===== src/rtl/adder_arbiter_if.sv =====
// adder_arbiter_if: requester/response bus for the shared adder arbiter
interface adder_arbiter_if #(
  parameter int ADDER_WIDTH = 116,
  parameter int NUM_REQ = 4,
  parameter int REQ_IDX_W = 2
);
  logic [NUM_REQ-1:0] req_valid;
  logic [NUM_REQ-1:0] req_ready;
  logic [NUM_REQ*ADDER_WIDTH-1:0] req_a;
  logic [NUM_REQ*ADDER_WIDTH-1:0] req_b;
  logic rsp_valid;
  logic rsp_ready;
  logic [REQ_IDX_W-1:0] rsp_id;
  logic [ADDER_WIDTH:0] rsp_sum;
  logic [31:0] stat_ops;
  modport master (
    output req_valid, req_a, req_b, rsp_ready,
    input req_ready, rsp_valid, rsp_id, rsp_sum, stat_ops
  );
  modport slave (
    input req_valid, req_a, req_b, rsp_ready,
    output req_ready, rsp_valid, rsp_id, rsp_sum, stat_ops
  );
endinterface


===== src/rtl/adder_arbiter.sv =====
// adder_arbiter: round-robin scheduler for one two-stage registered adder
// ADDER_ARB_STATS_EN enables the saturating completed-operation counter on stat_ops.
module adder_arbiter #(
  parameter int ADDER_WIDTH = 116,
  parameter int NUM_REQ = 4,
  parameter int REQ_IDX_W = 2
) (
  input logic clk,
  input logic rst_n,
  adder_arbiter_if.slave bus
);
  logic [REQ_IDX_W-1:0] rr_ptr;
  logic [REQ_IDX_W-1:0] g;
  logic [REQ_IDX_W-1:0] idx;
  logic found;
  logic stall;
  logic accept;
  logic s1_valid;
  logic [ADDER_WIDTH-1:0] s1_a;
  logic [ADDER_WIDTH-1:0] s1_b;
  logic [REQ_IDX_W-1:0] s1_id;
  logic rsp_valid;
  logic [REQ_IDX_W-1:0] rsp_id;
  logic [ADDER_WIDTH:0] rsp_sum;
  // first valid requester at or after rr_ptr, wrapping
  always_comb begin
    found = 1'b0;
    g = '0;
    idx = '0;
    for (int k = 0; k < NUM_REQ; k++) begin
      idx = REQ_IDX_W'((int'(rr_ptr) + k) % NUM_REQ);
      if (!found && bus.req_valid[idx]) begin
        found = 1'b1;
        g = idx;
      end
    end
  end
  assign stall = rsp_valid & ~bus.rsp_ready;
  assign accept = found & ~stall;
  assign bus.req_ready = accept ? NUM_REQ'(1) << g : '0;
  always_ff @(posedge clk) begin
    if (!rst_n) begin
      rr_ptr <= '0;
      s1_valid <= 1'b0;
      s1_a <= '0;
      s1_b <= '0;
      s1_id <= '0;
      rsp_valid <= 1'b0;
      rsp_id <= '0;
      rsp_sum <= '0;
    end else if (!stall) begin
      s1_valid <= accept;
      if (accept) begin
        s1_a <= bus.req_a[int'(g)*ADDER_WIDTH +: ADDER_WIDTH];
        s1_b <= bus.req_b[int'(g)*ADDER_WIDTH +: ADDER_WIDTH];
        s1_id <= g;
        rr_ptr <= (g == REQ_IDX_W'(NUM_REQ-1)) ? '0 : g + 1'b1;
      end
      rsp_valid <= s1_valid;
      if (s1_valid) begin
        rsp_sum <= {1'b0, s1_a} + {1'b0, s1_b};
        rsp_id <= s1_id;
      end
    end
  end
  assign bus.rsp_valid = rsp_valid;
  assign bus.rsp_id = rsp_id;
  assign bus.rsp_sum = rsp_sum;
`ifdef ADDER_ARB_STATS_EN
  logic [31:0] ops;
  always_ff @(posedge clk) begin
    if (!rst_n) ops <= '0;
    else if (rsp_valid && bus.rsp_ready && ops != 32'hFFFF_FFFF) ops <= ops + 32'd1;
  end
  assign bus.stat_ops = ops;
`else
  assign bus.stat_ops = '0;
`endif
endmodule


===== src/flat_wrapper.sv =====
// flat-port wrapper written by rule: the top's interface ports become plain ports
module adder_arbiter_flat 
#(
  parameter int ADDER_WIDTH = 116,
  parameter int NUM_REQ = 4,
  parameter int REQ_IDX_W = 2
)
  (clk, rst_n, bus_req_valid, bus_req_a, bus_req_b, bus_rsp_ready, bus_req_ready, bus_rsp_valid, bus_rsp_id, bus_rsp_sum, bus_stat_ops);
  adder_arbiter_if #(.ADDER_WIDTH(ADDER_WIDTH), .NUM_REQ(NUM_REQ), .REQ_IDX_W(REQ_IDX_W)) bus_i ();
  input logic clk;
  input logic rst_n;
  input wire logic [$bits(bus_i.req_valid)-1:0] bus_req_valid;
  input wire logic [$bits(bus_i.req_a)-1:0] bus_req_a;
  input wire logic [$bits(bus_i.req_b)-1:0] bus_req_b;
  input wire logic [$bits(bus_i.rsp_ready)-1:0] bus_rsp_ready;
  output wire logic [$bits(bus_i.req_ready)-1:0] bus_req_ready;
  output wire logic [$bits(bus_i.rsp_valid)-1:0] bus_rsp_valid;
  output wire logic [$bits(bus_i.rsp_id)-1:0] bus_rsp_id;
  output wire logic [$bits(bus_i.rsp_sum)-1:0] bus_rsp_sum;
  output wire logic [$bits(bus_i.stat_ops)-1:0] bus_stat_ops;
  assign bus_i.req_valid = bus_req_valid;
  assign bus_i.req_a = bus_req_a;
  assign bus_i.req_b = bus_req_b;
  assign bus_i.rsp_ready = bus_rsp_ready;
  assign bus_req_ready = bus_i.req_ready;
  assign bus_rsp_valid = bus_i.rsp_valid;
  assign bus_rsp_id = bus_i.rsp_id;
  assign bus_rsp_sum = bus_i.rsp_sum;
  assign bus_stat_ops = bus_i.stat_ops;
  adder_arbiter #(.ADDER_WIDTH(ADDER_WIDTH), .NUM_REQ(NUM_REQ), .REQ_IDX_W(REQ_IDX_W)) u_core (.clk(clk), .rst_n(rst_n), .bus(bus_i));
endmodule

===== config.mk =====
export PLATFORM = sky130hd
export DESIGN_NAME = adder_arbiter_flat
export DESIGN_NICKNAME = d
export VERILOG_FILES = /design/src/rtl/adder_arbiter_if.sv /design/src/rtl/adder_arbiter.sv /design/src/flat_wrapper.sv
export SDC_FILE = /design/constraint.sdc
export NUM_CORES = 1
export LEC_CHECK = 0
export CAP_MARGIN = 0
export CORE_AREA = 2 2 430 432
export CTS_CLUSTER_SIZE = 25
export DETAILED_ROUTE_END_ITERATION = 12
export DIE_AREA = 0 0 432 434
export GPL_TIMING_DRIVEN = 0
export HOLD_SLACK_MARGIN = 0.05
export PLACE_DENSITY = 0.44
export SETUP_SLACK_MARGIN = 0.05
export SYNTH_ARGS = -nofsm -noshare
export SYNTH_HDL_FRONTEND = slang
export SYNTH_SLANG_ARGS = --single-unit
export TNS_END_PERCENT = 20

===== constraint.sdc =====
create_clock -name clk -period 3.75 [get_ports clk]
set_clock_uncertainty 0.1 [all_clocks]
set_input_delay 0.75 -clock clk [delete_from_list [all_inputs] [get_ports clk]]
set_output_delay 0.75 -clock clk [all_outputs]
set_load 0.05 [all_outputs]

==> impl_metrics.toml <==
[outcome]
outcome = "completed"

[route]
drtIter0Drc = 2299
postRouteAntennaNets = 0
drc = 0
drtPass1Iterations = 6
wl_per_cell_um = 25.7
dr_total_vias = 34200
avgViaCountPerCell = 4.46
drt-total-wl_um = 197000

[place]
placed_cell_area_mm2 = 0.0408
dp_hpwl_um = 167000
dp.cells = 7553
dp_slack_ns = -1.80
globalplace.congestion = 0.934
portBuffers = 1058

[global_routing]
overflow = 0
grt_usage_pct = 19.9
grt_pass1_vias = 33900
grt_pass1_wl_um = 263000
antenna_found_initial = 25
grt_max_degree = 13

[cts]
ctsHoldBuffers = 0
clockRootBuffer = "clkbuf_16"
cts-htree-levels = 2
clkSlewWorstSetupHoldPaths_ns = 0.06
cts_tree = "yes"
cts_sinks = 357
cts-buffers-inserted = 45
clk_latency_ns = 0.60
clock_path_buffers = 3

[setup_path]
startpoint_type = "input pin"
end_kind = "primary output"
crit_required_ns = 2.90
arrival_ns = 2.81
critPathKind = "in -> out"
critical_path.max_fanout = 11

[yosys]
synth_cell_type_count = 71
synth_ff_type = "dfxtp_1"
syn_area_mm2 = 0.0267
synthCells = 4063
ys_top_cells_by_area = "dfxtp_1, nand2_1, a21oi_1, a311oi_1, ha_1"
ys_warn_count = 0
synth_top_area_share_pct = 26.8
ys_async_sr_fraction_pct = 0
seq_area_frac_synth_pct = 26.8
synth-seq-cells = 357
synth_edf_count = 0
synth_top_area_cell = "dfxtp_1"
synth.avg_cell_area_um2 = 6.57

[cells_and_area]
drive_gt1_share_pct = 6.36
mostFrequentLayoutCells = "nand2_1, clkdlybuf4s50_1, a21oi_1"
syn_to_final_growth_pct = 62.9
layout_commonest_cell = "nand2_1"
layout.nets = 6285
fin_area_mm2 = 0.0435
fin_util_pct = 23.8
final_cells = 7667

[timing]
layout_setup_ws_ns = 0.0921
setup_viol = 0
max_freq_mhz = 273
slew_violations = 0
max_slew.worst_pin.slew_ns = 1.14
tns_ns = 0
hold_ws_ns = 0.347
relSlewSlack_pct = 23.9
rsz0062_at_grt = "true"
final_hold_viol_count = 0
fin_crit_sh_pct = 97.5
fin_crit_ns = 3.66

[run]
drv_cap = 0

[power]
power.density_mw_per_mm2 = 478
vdd_drop_max_v = 0.000264
finalPower_mw = 20.8
p_leak_nw = 17.0

[floorplanning]
core_area_mm2 = 0.182
rows = 157
pin_count = 1091
start_util_pct = 14.6
die_area_mm2 = 0.187
die_x_um = 432
fp.dieH_um = 434

[hold_path]
worstHoldPathType = "reg -> reg"
timing repair:
action / in CTS / in global routing
gates cloned: 0 / 0
buffers inserted: 28 / 5
resized for setup: 163 / 97
setup endpoints to repair: 206 / 87
pin swaps: 30 / 19
worst paths after layout:
path                                             start                                    to  slack (ns)  depth (start not counted)
setup / recovery                      bus_req_valid[1]                      bus_req_ready[3]        0.09                         10
hold / removal    u_core.bus.rsp_sum[106]$_SDFFE_PN0P_  u_core.bus.rsp_sum[106]$_SDFFE_PN0P_        0.35                          2
setup reg to reg           u_core.s1_b[4]$_SDFFE_PN0P_  u_core.bus.rsp_sum[108]$_SDFFE_PN0P_        0.13                         13
hold reg to reg   u_core.bus.rsp_sum[106]$_SDFFE_PN0P_  u_core.bus.rsp_sum[106]$_SDFFE_PN0P_        0.35                          2
power by group:
group          internal, mW  total (mW)  switching, mW
clock                  2.63        4.53           1.89
combinational          4.09        11.3           7.26
sequential             4.47        4.93          0.458
synth_stat cells (9+ instances only):
cell,n
a21o_1,57
buf_4,32
inv_1,47
a221oi_1,9
ha_1,120
o21ai_0,144
nand4_1,57
nor2_1,336
a21boi_0,9
nor2b_1,12
clkbuf_1,307
xnor2_1,62
dfxtp_1,357
and2_1,16
a211oi_1,11
nand3_1,40
a31oi_1,19
nand2b_1,15
buf_1,16
xor2_1,35
a311oi_1,233
o21a_1,13
nor4_1,10
or3_1,11
nand2_1,1217
o21bai_1,40
a21oi_1,472
and3_1,239
nor3_1,29
worst max-delay path, cell delays in order:
cell             delay, ns
clkdlybuf4s50_1       0.47
a21o_1                0.19
a21oi_2               0.18
o22ai_4               0.11
buf_16                0.18
inv_12                0.13
clkbuf_16             0.21
ha_2                  0.20
and2_1                0.14
buf_6                 0.16
cell families after synthesis:
kind of cell / after synthesis / synth area share [%]
and+or+nand+nor: 2006 / 32.3
adders and majority gates: 121 / 5.70
muxes: 3 / 0.112
AOI/OAI and AO/OA: 1070 / 25.8
xor gates and xnor gates: 97 / 3.18
buffers and inverters: 408 / 6.20
other: 1 / 0.0140
DFF: 357 / 26.8
flip-flops by register name, summed over array words and instances (netlist names):
name / count
u_core.s1_b: 116
u_core.rr_ptr: 2
u_core.s1_id: 2
u_core.bus.rsp_valid: 1
u_core.bus.rsp_sum: 117
u_core.s1_a: 116
u_core.bus.rsp_id: 2
u_core.s1_valid: 1
layout make-up:
class / count / area, um2
fill: 20600 / 139000
multi-input combinational: 3329 / 18800
timing repair buffer: 1107 / 11300
sequential: 357 / 7160
tap: 2385 / 2980
buffer: 340 / 1560
clock buffer: 62 / 1290
clock inverter: 20 / 219
inverter: 49 / 201
antenna: 18 / 45.0
per-layer routing:
| metal | share of wire [%] | track usage [%] | vias up |
|---|---|---|---|
| met5 | 0.019 | 0 | - |
| met4 | 3.5 | 6.00 | 6 |
| met3 | 4.5 | 2.32 | 205 |
| met2 | 50 | 35.9 | 1091 |
| met1 | 42 | 24.4 | 16400 |
| li1 | - | - | 16500 |
Note: power is estimated with default switching activity, not from simulation.
